## src/rtl/vga_pkg.sv

```systemverilog
// vga_pkg: shared VGA timing defaults, line/frame total helpers and receiver FSM states
package vga_pkg;
  localparam int H_VISIBLE_DEF = 640;
  localparam int H_FP_DEF = 16;
  localparam int H_SYNC_DEF = 96;
  localparam int H_BP_DEF = 48;
  localparam int V_VISIBLE_DEF = 480;
  localparam int V_FP_DEF = 10;
  localparam int V_SYNC_DEF = 2;
  localparam int V_BP_DEF = 33;
  localparam bit SYNC_POL_DEF = 1'b0;
  typedef enum logic [1:0] {HUNT, ALIGN, LOCKED} state_t;
  function automatic int h_total(int vis, int fp, int sync, int bp);
    return vis + fp + sync + bp;
  endfunction
  function automatic int v_total(int vis, int fp, int sync, int bp);
    return vis + fp + sync + bp;
  endfunction
endpackage

```

## src/rtl/vga_edge_det.sv

```systemverilog
// vga_edge_det: registers one sync line (px_clk, rst_n, sync in; pulse out) and pulses on its asserting edge
module vga_edge_det import vga_pkg::*; #(
  parameter bit SYNC_POL = SYNC_POL_DEF
) (
  input logic px_clk,
  input logic rst_n,
  input logic sync,
  output logic pulse
);
  logic cur, prev;
  always_ff @(posedge px_clk or negedge rst_n)
    if (!rst_n) begin
      cur <= 1'b0;
      prev <= 1'b0;
    end else begin
      cur <= sync == SYNC_POL;
      prev <= cur;
    end
  assign pulse = cur && !prev;
endmodule

```

## src/rtl/vga_rx.sv

```systemverilog
// vga_rx: recovers lock, pixel coordinates and valid pixels from a VGA hsync/vsync/rgb stream; VGA_RX_CHECKSUM_EN adds frame_sum/sum_valid
module vga_rx import vga_pkg::*; #(
  parameter int H_VISIBLE = H_VISIBLE_DEF,
  parameter int H_FP = H_FP_DEF,
  parameter int H_SYNC = H_SYNC_DEF,
  parameter int H_BP = H_BP_DEF,
  parameter int V_VISIBLE = V_VISIBLE_DEF,
  parameter int V_FP = V_FP_DEF,
  parameter int V_SYNC = V_SYNC_DEF,
  parameter int V_BP = V_BP_DEF,
  parameter bit SYNC_POL = SYNC_POL_DEF
) (
  input logic px_clk,
  input logic rst_n,
  input logic hsync,
  input logic vsync,
  input logic [2:0] rgb,
  output logic [9:0] x_px,
  output logic [9:0] y_px,
  output logic [2:0] px_rgb,
  output logic px_valid,
  output logic frame_start,
  output logic locked,
  output logic err
`ifdef VGA_RX_CHECKSUM_EN
  ,
  output logic [15:0] frame_sum,
  output logic sum_valid
`endif
);
  localparam logic [9:0] H_MAX = 10'(h_total(H_VISIBLE, H_FP, H_SYNC, H_BP));
  localparam logic [9:0] H_LAST = 10'(h_total(H_VISIBLE, H_FP, H_SYNC, H_BP) - 1);
  localparam logic [9:0] V_LAST = 10'(v_total(V_VISIBLE, V_FP, V_SYNC, V_BP) - 1);
  localparam logic [9:0] H_ON = 10'(H_SYNC + H_BP);
  localparam logic [9:0] H_OFF = 10'(H_SYNC + H_BP + H_VISIBLE - 1);
  localparam logic [9:0] V_ON = 10'(V_SYNC + V_BP);
  localparam logic [9:0] V_OFF = 10'(V_SYNC + V_BP + V_VISIBLE - 1);
  state_t state, state_nx;
  logic h_edge, v_edge, v_pend, v_reset, bad, over, active, valid, err_nx;
  logic [9:0] hcount, vcount, h_cur, v_cur;
  logic [2:0] rgb1;
  vga_edge_det #(.SYNC_POL(SYNC_POL)) u_hsync (.px_clk(px_clk), .rst_n(rst_n), .sync(hsync), .pulse(h_edge));
  vga_edge_det #(.SYNC_POL(SYNC_POL)) u_vsync (.px_clk(px_clk), .rst_n(rst_n), .sync(vsync), .pulse(v_edge));
  always_comb begin
    v_reset = h_edge && (v_pend || v_edge);
    h_cur = h_edge ? '0 : hcount == H_MAX ? H_MAX : hcount + 10'd1;
    v_cur = v_reset ? '0 : h_edge ? vcount + 10'd1 : vcount;
    bad = h_edge && (hcount != H_LAST || (v_reset && vcount != V_LAST));
    over = !h_edge && h_cur == H_MAX;
    active = h_cur >= H_ON && h_cur <= H_OFF && v_cur >= V_ON && v_cur <= V_OFF;
  end
  always_ff @(posedge px_clk or negedge rst_n)
    if (!rst_n) state <= HUNT;
    else state <= state_nx;
  always_comb
    state_nx = state == HUNT ? (v_edge ? ALIGN : HUNT)
             : bad || (state == LOCKED && over) ? HUNT
             : state == ALIGN && v_reset ? LOCKED : state;
  always_comb begin
    locked = state == LOCKED;
    err_nx = locked && (bad || over);
    valid = locked && active;
  end
  always_ff @(posedge px_clk or negedge rst_n)
    if (!rst_n) begin
      hcount <= '0;
      vcount <= '0;
      v_pend <= 1'b0;
      rgb1 <= '0;
      err <= 1'b0;
      px_valid <= 1'b0;
      px_rgb <= '0;
      x_px <= '0;
      y_px <= '0;
      frame_start <= 1'b0;
    end else begin
      hcount <= h_cur;
      vcount <= v_cur;
      v_pend <= !h_edge && (v_pend || v_edge);
      rgb1 <= rgb;
      err <= err_nx;
      px_valid <= valid;
      px_rgb <= valid ? rgb1 : '0;
      x_px <= valid ? h_cur - H_ON : '0;
      y_px <= valid ? v_cur - V_ON : '0;
      frame_start <= valid && h_cur == H_ON && v_cur == V_ON;
    end
`ifdef VGA_RX_CHECKSUM_EN
  localparam logic [9:0] X_LAST = 10'(H_VISIBLE - 1);
  localparam logic [9:0] Y_LAST = 10'(V_VISIBLE - 1);
  logic [15:0] acc, acc_nx;
  logic last;
  always_comb begin
    acc_nx = (frame_start ? 16'd0 : acc) + 16'(px_rgb);
    last = px_valid && x_px == X_LAST && y_px == Y_LAST;
  end
  always_ff @(posedge px_clk or negedge rst_n)
    if (!rst_n) begin
      acc <= '0;
      frame_sum <= '0;
      sum_valid <= 1'b0;
    end else begin
      if (px_valid) acc <= acc_nx;
      if (last) frame_sum <= acc_nx;
      sum_valid <= last;
    end
`endif
endmodule

```

## config.mk

```make
export PLATFORM = sky130hd
export DESIGN_NAME = vga_rx
export DESIGN_NICKNAME = d
export VERILOG_FILES = /design/src/rtl/vga_pkg.sv /design/src/rtl/vga_edge_det.sv /design/src/rtl/vga_rx.sv
export SDC_FILE = /design/constraint.sdc
export NUM_CORES = 1
export LEC_CHECK = 0
export CAP_MARGIN = 30
export CORE_UTILIZATION = 43
export DETAILED_ROUTE_END_ITERATION = 7
export GPL_TIMING_DRIVEN = 0
export PLACE_DENSITY = 0.71
export SYNTH_ARGS = -nofsm -noshare
export SYNTH_HDL_FRONTEND = slang
export SYNTH_SLANG_ARGS = --single-unit
```

## constraint.sdc

```tcl
create_clock -name px_clk -period 3.1 [get_ports px_clk]
set_input_delay 0.31 -clock px_clk [delete_from_list [all_inputs] [get_ports px_clk]]
set_output_delay 0.31 -clock px_clk [all_outputs]
set_load 0.03 [all_outputs]
```

### Word level (Yosys, flattened, before mapping)

Index checks and enable logic that the tools add are counted.

| word-level totals | value |
|---|---|
| logic and storage cells | 69 |
| output and inout port bits | 27 |
| flip-flop bits (word level) | 56 |

| cells by class | value |
|---|---|
| $add $sub $neg | 4 |
| reduce and logical (&&, ||, !) cells | 25 |
| bitwise operators | 2 |
| mux-type cells | 11 |
| equality and inequality tests | 8 |
| magnitude comparators | 4 |

Operator list:

| cell | count |
|---|---|
| 10-bit two-way mux | 6 |
| 10-bit by 1-bit adder with 10-bit output (second input constant) | 2 |
| 10-bit == test (second input constant) | 2 |
| 10-bit less-or-equal comparator (second input constant) | 2 |
| 10-bit != test (second input constant) | 2 |
| 1-bit logical AND | 16 |
| 10-bit by 6-bit == test with 1-bit output (second input constant) | 1 |
| 10-bit by 8-bit == test with 1-bit output (second input constant) | 1 |
| 10-bit by 6-bit greater-or-equal comparator with 1-bit output (second input constant) | 1 |
| 10-bit by 8-bit greater-or-equal comparator with 1-bit output (second input constant) | 1 |
| 10-bit by 6-bit subtractor with 10-bit output (second input constant) | 1 |
| 10-bit by 8-bit subtractor with 10-bit output (second input constant) | 1 |
| 2-bit two-way mux | 3 |
| 1-bit logical OR | 4 |
| 1-bit logical NOT | 3 |
| 3-bit two-way mux | 1 |
| 3-bit nonzero test | 1 |
| 2-bit by 1-bit == test with 1-bit output (second input constant) | 1 |
| 2-bit == test (second input constant) | 1 |
| 2-bit logical NOT | 1 |
| 1-bit NOT | 2 |
| 1-bit two-way mux | 1 |

### Longest topological paths before layout

Gate-level depths: netlist of run 1.

| logic depth | value |
|---|---|
| word-level depth | 11 |
| mapped depth | 15 |

### Modules after synthesis

From an unflattened synthesis of run 1, not the netlist that was laid out.

| second synthesis, totals | value |
|---|---|
| cells, all modules | 314 |
| area total of the unflattened synthesis | 3164.3 um2 |

By module, submodules not included:

| module | times used | area an instance (um2) | cells each |
|---|---|---|---|
| vga_rx | 1 | 3029.2 | 306 |
| vga_edge_det | 2 | 67.6 | 4 |

### Least setup slack after synthesis of run 1

OpenSTA, ideal clock, no wires.

| timing | value |
|---|---|
| path kind | register to register |
| from | register vcount[0] |
| to | register x_px[3] |
| data arrival time | 2.698 ns |
| cell stages (with the launch flop) | 12 |
| period minus slack after synthesis | 2.779 ns |
| data required time | 3.019 ns |
| path buffers | 2 |
| setup slack | 0.321 ns |
| path through | dfrtp_1 buf_2 inv_1 ha_1 nand3b_1 o32ai_1 ha_1 nor2_1 or4_1 a211o_1 buf_6 nor3_2 |

| between the ends | value |
|---|---|
| cells in the longest elaborated chain, start to end | 8 |

Ends and longest elaborated chain:

| what | line | text |
|---|---|---|
| from (decl) | vga_rx.sv:40 | `logic [9:0] hcount, vcount, h_cur, v_cur;` |
| from (signal assigned) | vga_rx.sv:78 | `vcount <= v_cur;` |
| 10-bit by 1-bit adder with 10-bit output (*) | vga_rx.sv:47 | `v_cur = v_reset ? '0 : h_edge ? vcount + 10'd1 : vcount;` |
| 10-bit two-way mux (*) (2 in a row) | vga_rx.sv:47 |  |
| net v_cur[1] | vga_rx.sv:40 |  |
| 10-bit by 6-bit greater-or-equal comparator with 1-bit output | vga_rx.sv:50 | `active = h_cur >= H_ON && h_cur <= H_OFF && v_cur >= V_ON && v_cur <= V_OFF;` |
| 1-bit logical AND | vga_rx.sv:50 |  |
| 1-bit logical AND (*) | vga_rx.sv:50 |  |
| 1-bit logical AND (*) | vga_rx.sv:62 | `valid = locked && active;` |
| 10-bit two-way mux (*) | vga_rx.sv:84 | `x_px <= valid ? h_cur - H_ON : '0;` |
| to (signal assigned) | vga_rx.sv:84 |  |
| to (decl) | vga_rx.sv:18 | `output logic [9:0] x_px,` |

Mark *: on every way through the listed nets, which the timed path passes. The rest lies on a longest branch.
A chain may end at the register's enable or synchronous reset.

### Worst setup path after layout of run 1

| timing | value |
|---|---|
| from | register vcount[0] |
| to | register x_px[7] |

The elaborated chain is that of the path after synthesis.

==> results of run 1 <==
power by group:
part / leakage [uW] / internal [uW] / total, uW / switching (uW)
Combinational: 0.000758 / 150 / 370 / 220
Clock: 0.0000642 / 318 / 559 / 241
Sequential: 0.000752 / 772 / 836 / 64.6
Total: 0.00157 / 1240 / 1770 / 525
through the flow:
| step | setup TNS, ns | utilization (%) | power (uW) |
|---|---|---|---|
| after detailed placement | -9.65 | 52.0 | 1180 |
| after CTS | 0 | 54.5 | 1750 |
| final | 0 | 55.3 | 1770 |
| after floorplan | 0 | - | 1080 |
| after global placement | -6.84 | 51.7 | 1180 |
| after global routing | 0 | 55.3 | 1850 |
cells in the mapped netlist, types with 3 or more instances:
library cell,instances
xor2_1,9
o31a_1,4
dfrtp_1,56
nand4_1,8
nand3b_1,5
o21ai_0,12
nand3_1,13
clkbuf_1,7
buf_2,3
a211oi_1,3
ha_1,10
nor4_1,5
nor2_1,38
o211ai_1,6
xnor2_1,10
nand2_1,18
nor2b_1,3
a31oi_1,3
or4_1,4
a21oi_1,12
inv_1,24
nor3_1,10
cell families after synthesis:
family | count (synthesis)
xor gates and xnor gates | 19
and+or+nand+nor | 120
AOI/OAI and AO/OA | 61
buffers and inverters | 38
muxes | 2
adders and majority gates | 10
DFF | 56
flip-flops by register name, summed over array words and instances (netlist names):
register and count:
u_vsync.cur 1, v_pend 1, px_valid 1, err 1, x_px 10, vcount 10, hcount 10, u_hsync.cur 1
frame_start 1, px_rgb 3, u_hsync.prev 1, state 2, y_px 10, u_vsync.prev 1, rgb1 3
cell type report:
type	instances	area, um2
buffer	11	67.6
clock buffer	5	68.8
clock inverter	2	60.1
fill	603	2890
inverter	24	90.1
multi-input combinational	212	1410
sequential	56	1400
tap	77	96.3
timing repair buffer	36	373
routing by layer:
| layer | up-vias | wire, um | global-route usage, % | part of all wire, % |
|---|---|---|---|---|
| li1 | 1157 | - | - | - |
| met4 | 0 | 134 | 8.01 | 2.0 |
| met2 | 106 | 2940 | 30.2 | 44 |
| met5 | - | 0 | 0 | 0 |
| met3 | 19 | 464 | 3.74 | 7.0 |
| met1 | 1139 | 3100 | 29.1 | 47 |
how the worst min path moves through the flow:
stage | start | endpoint | slack [ns] | cells after the start
after CTS | rst_n | x_px[1] | 0.03 | 1
final | rst_n | x_px[1] | 0.004 | 1
after global placement | u_vsync.cur | u_vsync.prev | 0.38 | 0
after detailed placement | rst_n | x_px[1] | 0.37 | 1
after floorplan | rst_n | err | 0.01 | 0
after global routing | rst_n | px_rgb[2] | 0.06 | 1
critical path: stages, from the launching register on:
cell,delay (ns)
dfrtp_1,0.36
clkbuf_4,0.19
inv_1,0.07
ha_1,0.27
nand3b_1,0.14
o32ai_4,0.40
ha_2,0.23
nor2_1,0.07
or4_1,0.52
a211o_4,0.39
buf_6,0.16
a21oi_2,0.12
placed cells by master (no fill, tap or decap), drive strengths merged, types with 2 or more instances in the layout:
master         synthesis  routed
a211oi                 3       3
a21bo                  2       2
a21oi                 13      13
a31oi                  3       3
a41oi                  2       2
and4                   2       2
buf                    7      10
bufinv                 0       2
clkbuf                 7      10
clkdlybuf4s50          0      32
dfrtp                 56      56
ha                    10      10
inv                   24      24
nand2                 18      18
nand2b                 2       2
nand3                 13      13
nand3b                 5       5
nand4                  9       9
nor2                  39      39
nor2b                  3       3
nor3                  11      11
nor4                   5       5
o211ai                 6       6
o21ai                 12      12
o22ai                  2       2
o31a                   4       4
o31ai                  2       2
o32ai                  2       2
or2                    2       2
or3                    2       2
or4                    4       4
xnor2                 10      10
xor2                   9       9
what timing repair did:
item                       in CTS  in global routing
pin swaps                       0                  4
setup endpoints to repair      24                 24
resized for setup               9                 10
cloned                          0                  0
setup buffers                   0                  2
==> results.yml, run 1 <==
run_status:
  status: "finished, violations left"
  violations: "DRC"
clock_network:
  cts_buffers: 5
  clk_pin_slew_ns: 0.10
  cts_tree: "yes"
  insertion_delay_ns: 0.32
  cts_max_level: 2
  cts_hold_buf: 0
  ctsRootBufferMaster: "clkbuf_8"
  clock_path_buffers: 2
  clock_sinks: 56
yosys:
  netlist_area_mm2: 0.00292
  synthArstFlopShare_pct: 100
  synth_top_flop_cell: "dfrtp_1"
  synth-edff-count: 0
  synth.area.top_cells: "dfrtp_1, nor2_1, ha_1"
  yosysWarnings: 0
  synth_simple_gate_area_share_pct: 21.2
  yosys.area.top_type: "dfrtp_1"
  synth_mux_area_share_pct: 0.730
  synth_top_area_share_pct: 48.1
  synthAdderAreaFrac_pct: 4.29
  syn_inst: 306
  synthDistinctLibCells: 55
  synth_compound_area_share_pct: 14.3
  syn_nets: 323
  synth_top_family_by_area: "simple AND/OR/NAND/NOR gates"
  synth_seq_area_share_pct: 48.1
  yosys.area_share.xor_xnor_pct: 5.71
  syn_avg_cell_area_um2: 9.53
  ys_seq_elements: 56
finish:
  drive_gt1_share_pct: 10.7
  syn_to_final_growth_pct: 22.5
  diodes: 0
  final_cells: 423
  fin_area_mm2: 0.00357
  num-nets-final: 363
floorplanning:
  die_h_um: 84.3
  core_area_mm2: 0.00646
  initial_utilization_pct: 45.1
  die_area_mm2: 0.00711
  std_cell_rows: 29
  ioPinCount: 34
  die_width_um: 84.3
hold_path:
  hp-class: "primary input to async pin"
global_route:
  grt_pass1_wl_um: 11200
  grtUsageTotal_pct: 20.1
  first_global_vias: 2272
  antenna_found_initial: 0
  grt_max_degree: 30
  grt_overflow: 0
power:
  p_leak_uw: 0.00157
  pwr_density_cell_mw_per_mm2: 494
  ir_drop_uv: 297
routing:
  wl_per_cell_um: 15.7
  drt_drc_violations_left: 10
  wl_um: 6630
  num_vias: 2421
  first_iter_violations: 261
  ant_nets: 0
  via_per_inst: 5.72
  dr.pass1.iters: 7
critical_path:
  crit_arrival_ns: 3.23
  crit_end: "x_px[7]"
  crit_start: "vcount[0]"
  rr_startpoint: "vcount[0]"
  cp.required_ns: 3.35
  worstReg2RegEnd: "x_px[7]"
  worstSetupPathType: "flop to flop"
  critPathMaxFanout: 10
  critPathCaptureType: "flop"
  reg2reg_slack_ns: 0.12
  r2r_cells: 11
  cp-start-kind: "flop"
flow_run:
  maxCapViolations: 0
place:
  place_ws_ns: -0.446
  dp_hpwl_um: 4770
  dp.cells: 417
  placed_area_mm2: 0.00336
  place.gp.congestion: 0.899
  port_buffers: 33
sta:
  fmaxAchievable_ghz: 0.335
  worst_slew_pin_slew_ns: 0.660
  min_period_over_period_pct: 96.2
  fin_skew_ns: 0.00670
  rsz0062_at_grt: "no"
  fin_ws_ns: 0.118
  slew_viol_final: 0
  finalHoldViolations: 0
  min_period_ns: 2.98
  maxSlewHeadroom_pct: 55.4
  report.final.setup_viol: 0
  hold_ws_ns: 0.00431
(Power assumes the default switching activity.)
==> inputs of run 2 (changes only) <==
Settings changed: CORE_MARGIN set to 4, CTS_CLUSTER_DIAMETER set to 100.
==> run 2 against run 1 <==
Net effect: the run now ends clean; critical path type unchanged; wire length increased by 1.6%; fmax increased by 0.95%; critical endpoint is now y_px[7]; sequential share of layout area about the same; largest cell class unchanged.
==> results.yml, run 2 (synthesis gave the netlist of run 1 again) <==
run_status:
  status: "finished, final reports clean"
hold_path:
  hp-class: "flop to flop"
power:
  power_frac_comb_pct: 21.4
  p_int_uw: 1200
  pwr_density_cell_mw_per_mm2: 482
  p_leak_uw: 0.00158
  clkPwrFrac_pct: 30.0
  power.share.sequential_pct: 48.6
  ir_drop_uv: 279
  switching_share_pct: 30.1
  p_sw_uw: 518
  power_uw: 1720
floorplanning:
  ioPinCount: 34
  die_width_um: 90.3
  die_area_mm2: 0.00816
  core_area_mm2: 0.00646
  std_cell_rows: 29
  initial_utilization_pct: 45.1
  die_h_um: 90.3
critical_path:
  reg2reg_slack_ns: 0.15
  critPathMaxFanout: 10
  critPathMaxStageDelay_ns: 0.53
  worstPathCellList: "clkbuf_4 -> inv_1 -> ha_1 -> nand3b_1 -> o32ai_4 -> ha_1 -> nor2_1 -> or4_1 -> a211o_4 -> buf_6 -> nor2_1"
  cp_slowest_cell: "or4_1"
  cpLargestDelayFamily: "compound AO/OA/AOI/OAI gates"
  cp-start-kind: "flop"
  cp.required_ns: 3.34
  critPathCaptureType: "flop"
  worstSetupPathType: "flop to flop"
  crit_arrival_ns: 3.19
  cp_num_buf_inv: 3
sta:
  report.final.setup_viol: 0
  slew_viol_final: 0
  min_period_ns: 2.95
  fin_skew_ns: 0.00756
  hold_ws_ns: 0.416
  maxSlewHeadroom_pct: 47.5
  min_period_over_period_pct: 95.3
  finalHoldViolations: 0
  tns_ns: 0
  fmaxAchievable_ghz: 0.339
  worst_slew_pin_slew_ns: 0.779
global_route:
  first_global_vias: 2213
  antenna_found_initial: 0
  grt_pass1_wl_um: 11300
  grtUsageTotal_pct: 17.1
  grt_overflow: 0
  grt_max_degree: 34
clock_network:
  clock_path_buffers: 2
  insertion_delay_ns: 0.31
  ctsRootBufferMaster: "clkbuf_8"
  cts_max_level: 2
  cts_tree: "yes"
  clock_sinks: 56
  clk_pin_slew_ns: 0.09
  cts_buffers: 5
routing:
  wl_um: 6740
  via_per_inst: 5.59
  first_iter_violations: 292
  met2WireLength_um: 3050
  maxUsedRoutingLayer: "met4"
  ant_nets: 0
  wl_per_cell_um: 15.9
  num_vias: 2374
  dr.pass1.iters: 5
  wl_met3_um: 408
  wl_met1_um: 3200
  drt_drc_violations_left: 0
flow_run:
  maxCapViolations: 0
place:
  placed_area_mm2: 0.00336
  dp_hpwl_um: 4930
  place.gp.congestion: 0.895
  port_buffers: 33
  dp.cells: 417
finish:
  fin_area_mm2: 0.00357
  drive_gt1_share_pct: 11.5
  final_cell_mix: "dfrtp_1, nor2_1, clkdlybuf4s50_1"
  num-nets-final: 364
  syn_to_final_growth_pct: 22.5
  diodes: 0
  final_common_cell: "dfrtp_1"
  final_cells: 425
## run 2: stage by stage
step           setup slack (ns)  util (%)
2_1_floorplan             0.321         -
3_3_place_gp             -0.304      51.7
3_5_place_dp             -0.301      52.0
4_1_cts                  0.0191      54.6
5_1_grt                -0.00142      55.3
6_report                  0.146      55.3
## run 2: power by group through the flow
stage | registers (uW) | clock network (uW) | logic (uW)
2_1_floorplan | 814 | 0 | 264
3_3_place_gp | 822 | 0 | 355
3_5_place_dp | 824 | 0 | 366
4_1_cts | 811 | 533 | 377
5_1_grt | 844 | 567 | 407
6_report | 837 | 517 | 368
## run 2: final timing paths
path | from | endpoint | cells after the start
max | vcount[0] | y_px[7] | 11
min | u_vsync.cur | u_vsync.prev | 0
min reg2reg | u_vsync.cur | u_vsync.prev | 0
max in group asynchronous | rst_n | vcount[1] | 3
max reg2reg | vcount[0] | y_px[7] | 11
min in group asynchronous | rst_n | hcount[0] | 2
## run 2: routing by layer
layer  vias to the layer above  GRT usage [%]
met5                         -              0
met4                         0           4.97
met3                         8           3.75
met2                        80           25.8
met1                      1124           24.7
li1                       1162              -
## run 2: layout make-up
cell class	count	area [um2]
Multi-Input combinational cell	212	1420
Inverter	24	90.1
Fill cell	613	2890
Tap cell	77	96.3
Clock inverter	1	30.0
Clock buffer	7	96.3
Timing Repair Buffer	37	370
Buffer	11	67.6
Sequential cell	56	1400
## run 2: what timing repair did
action | CTS | global route
cloned | 0 | 0
setup endpoints to repair | 24 | 24
gates resized for setup | 8 | 10
pin swaps | 0 | 1
hold buffers | 1 | 0
setup buffers | 0 | 2
hold endpoints to repair | 15 | 0
## run 2: worst register-to-register path: cells and delay by family, from the launching register on
kind,cells,cell delay (ns)
AO/OA/AOI/OAI,2,0.81
adder cells (fa/ha/maj),2,0.49
buffers and inverters,3,0.42
flip-flops,1,0.36
AND/OR/NAND/NOR,4,0.81
==> inputs of run 3 (changes only) <==
Settings changed: PLACE_DENSITY 0.71 to 0.75, SYNTH_HIERARCHICAL set to 1.
==> run 3 against run 2 <==
Net effect: clock skew increased by 0.0022 ns; worst setup slack got worse by 0.016 ns; total power decreased by 4.6%; sequential share of layout area decreased by 3.2 points; wire length increased by 5.4%; combinational power decreased by 2%; first-iteration DRC count decreased by 50%; register-to-register slack got worse by 0.02 ns; utilization decreased by 1.5 points; clock power decreased by 5.8%; non-clock buffer count increased by 10; critical endpoint is now y_px[8]; highest routed layer unchanged.
==> results.yml, run 3 <==
clock_network:
  ctsRootBufferMaster: "clkbuf_8"
  clock_path_buffers: 2
  cts_max_level: 2
  insertion_delay_ns: 0.31
  clk_pin_slew_ns: 0.10
  cts_tree: "yes"
  cts_buffers: 5
  clock_sinks: 56
routing:
  dr.pass1.iters: 5
  via_per_inst: 5.55
  wl_um: 7110
  wl_per_cell_um: 15.4
  first_iter_violations: 146
  ant_nets: 0
  drt_drc_violations_left: 0
  num_vias: 2558
hold_path:
  hp-class: "flop to flop"
place:
  place_ws_ns: -0.702
  dp_hpwl_um: 5070
  place.gp.congestion: 0.895
  dp.cells: 447
  port_buffers: 33
floorplanning:
  core_area_mm2: 0.00721
  initial_utilization_pct: 43.9
  die_area_mm2: 0.00880
  die_width_um: 93.8
  ioPinCount: 34
  std_cell_rows: 31
  die_h_um: 93.8
power:
  ir_drop_uv: 243
  p_leak_uw: 0.00160
  power.share.sequential_pct: 48.4
  p_sw_uw: 493
  clkPwrFrac_pct: 29.7
  switching_share_pct: 30.1
  power_frac_comb_pct: 21.9
  pwr_density_cell_mw_per_mm2: 423
  power_uw: 1640
  p_int_uw: 1150
sta:
  report.final.setup_viol: 0
  worst_slew_pin_slew_ns: 0.738
  finalHoldViolations: 0
  min_period_over_period_pct: 95.8
  maxSlewHeadroom_pct: 50.3
  tns_ns: 0
  min_period_ns: 2.97
  slew_viol_final: 0
  fmaxAchievable_ghz: 0.337
  fin_skew_ns: 0.00979
  fin_ws_ns: 0.130
critical_path:
  cp_slowest_cell: "a221o_2"
  worstSetupPathType: "flop to flop"
  cpLargestDelayFamily: "compound AO/OA/AOI/OAI gates"
  critPathMaxFanout: 10
  cp.required_ns: 3.33
  critPathMaxStageDelay_ns: 0.49
  critPathCaptureType: "flop"
  cp-start-kind: "flop"
  crit_arrival_ns: 3.20
  cp_num_buf_inv: 3
  cpMostUsedCell: "ha_1"
  worstPathCellList: "ha_1 -> buf_2 -> nand3_2 -> xor2_2 -> nor2_4 -> inv_1 -> ha_1 -> nand3_1 -> nor4b_2 -> o21ai_0 -> a221o_2 -> buf_6 -> a211oi_4"
finish:
  final_common_cell: "dfrtp_1"
  final_cells: 461
  drive_gt1_share_pct: 21.0
  num-nets-final: 378
  syn_to_final_growth_pct: 22.6
  final_cell_mix: "dfrtp_1, clkdlybuf4s50_1, nor2_1"
  diodes: 0
  utilization_pct: 53.8
global_route:
  grt_pass1_wl_um: 12200
  grt_max_degree: 35
  antenna_found_initial: 0
  grtUsageTotal_pct: 17.4
  grt_overflow: 0
  first_global_vias: 2484
yosys:
  synth_top_flop_cell: "dfrtp_1"
  yosysWarnings: 6
  synth-edff-count: 0
  ys_seq_elements: 56
  synth_commonest_cells: "dfrtp_1, nor2_1, inv_1"
  synthArstFlopShare_pct: 100
  synthDistinctLibCells: 63
  yosysMostFrequentCell: "dfrtp_1"
  syn_inst: 314
  synth.area.top_cells: "dfrtp_1, nor3_2, ha_1"
  syn_avg_cell_area_um2: 10.1
  netlist_area_mm2: 0.00316
  yosys.area.top_type: "dfrtp_1"
  syn_nets: 331
  synth_seq_area_share_pct: 44.3
  synth_top_area_share_pct: 44.3
flow_run:
  maxCapViolations: 0
run_status:
  status: "finished, final reports clean"
run 3: power by group through the flow:
stage                     sequential [uW]  combinational, uW  clock [uW]
final                                 795                360         487
after global placement                813                307           0
after global routing                  800                396         533
after CTS                             801                329         510
after floorplan                       805                234           0
after detailed placement              814                319           0
run 3: worst reg2reg max path, stage by stage, from the launching register on:
cell and delay (ns):
dfrtp_2 0.44, ha_1 0.18, buf_2 0.17, nand3_2 0.12
xor2_2 0.22, nor2_4 0.08, inv_1 0.10, ha_1 0.17
nand3_1 0.09, nor4b_2 0.26, o21ai_0 0.16, a221o_2 0.49
buf_6 0.20, a211oi_4 0.20
run 3: per-layer routing:
layer | up-vias | track usage [%] | part of all wire (%)
met5 | - | 0 | 0
met1 | 1257 | 22.7 | 43
li1 | 1225 | - | -
met2 | 66 | 28.9 | 51
met4 | 0 | 6.50 | 2.3
met3 | 10 | 2.96 | 4.0
run 3: path summary, 6_finish.rpt:
check	slack, ns	start	cells past startpoint	to
max	0.13	hcount[1]	13	y_px[8]
min	0.39	u_vsync/cur	0	u_vsync/prev
max reg2reg	0.13	hcount[1]	13	y_px[8]
min reg2reg	0.39	u_vsync/cur	0	u_vsync/prev
max in group asynchronous	2.01	rst_n	3	y_px[5]
min in group asynchronous	0.52	rst_n	2	px_rgb[0]
run 3: what timing repair did:
action,CTS,global route
buffers inserted,2,3
pin swaps,2,5
endpoints found under the setup margin,25,24
hold endpoints to repair,22,0
hold buffers,1,0
gates resized for setup,10,12
run 3: logic make-up after synthesis:
logic type	count (synthesis)	share of synthesized area [%]
AND/OR/NAND/NOR	131	26.9
AO/OA/AOI/OAI	62	14.3
flip-flops	56	44.3
buffers and inverters	37	5.54
XOR/XNOR	16	4.43
adder cells (fa/ha/maj)	10	3.95
multiplexers	2	0.633
run 3: final cells by class:
class	instances	area [um2]
clock inverter	3	46.3
clock buffer	5	68.8
tap	99	124
fill	681	3340
timing repair buffer	40	393
sequential	56	1400
multi-input combinational	221	1660
buffer	18	118
inverter	19	71.3
run 3: metrics by stage:
| step | cell area (um2) | hold slack (ns) |
|---|---|---|
| after floorplan | 3160 | 0.0144 |
| after global placement | 3620 | 0.365 |
| after detailed placement | 3630 | 0.332 |
| after CTS | 3810 | 0.393 |
| after global routing | 3880 | 0.408 |
| final | 3880 | 0.393 |
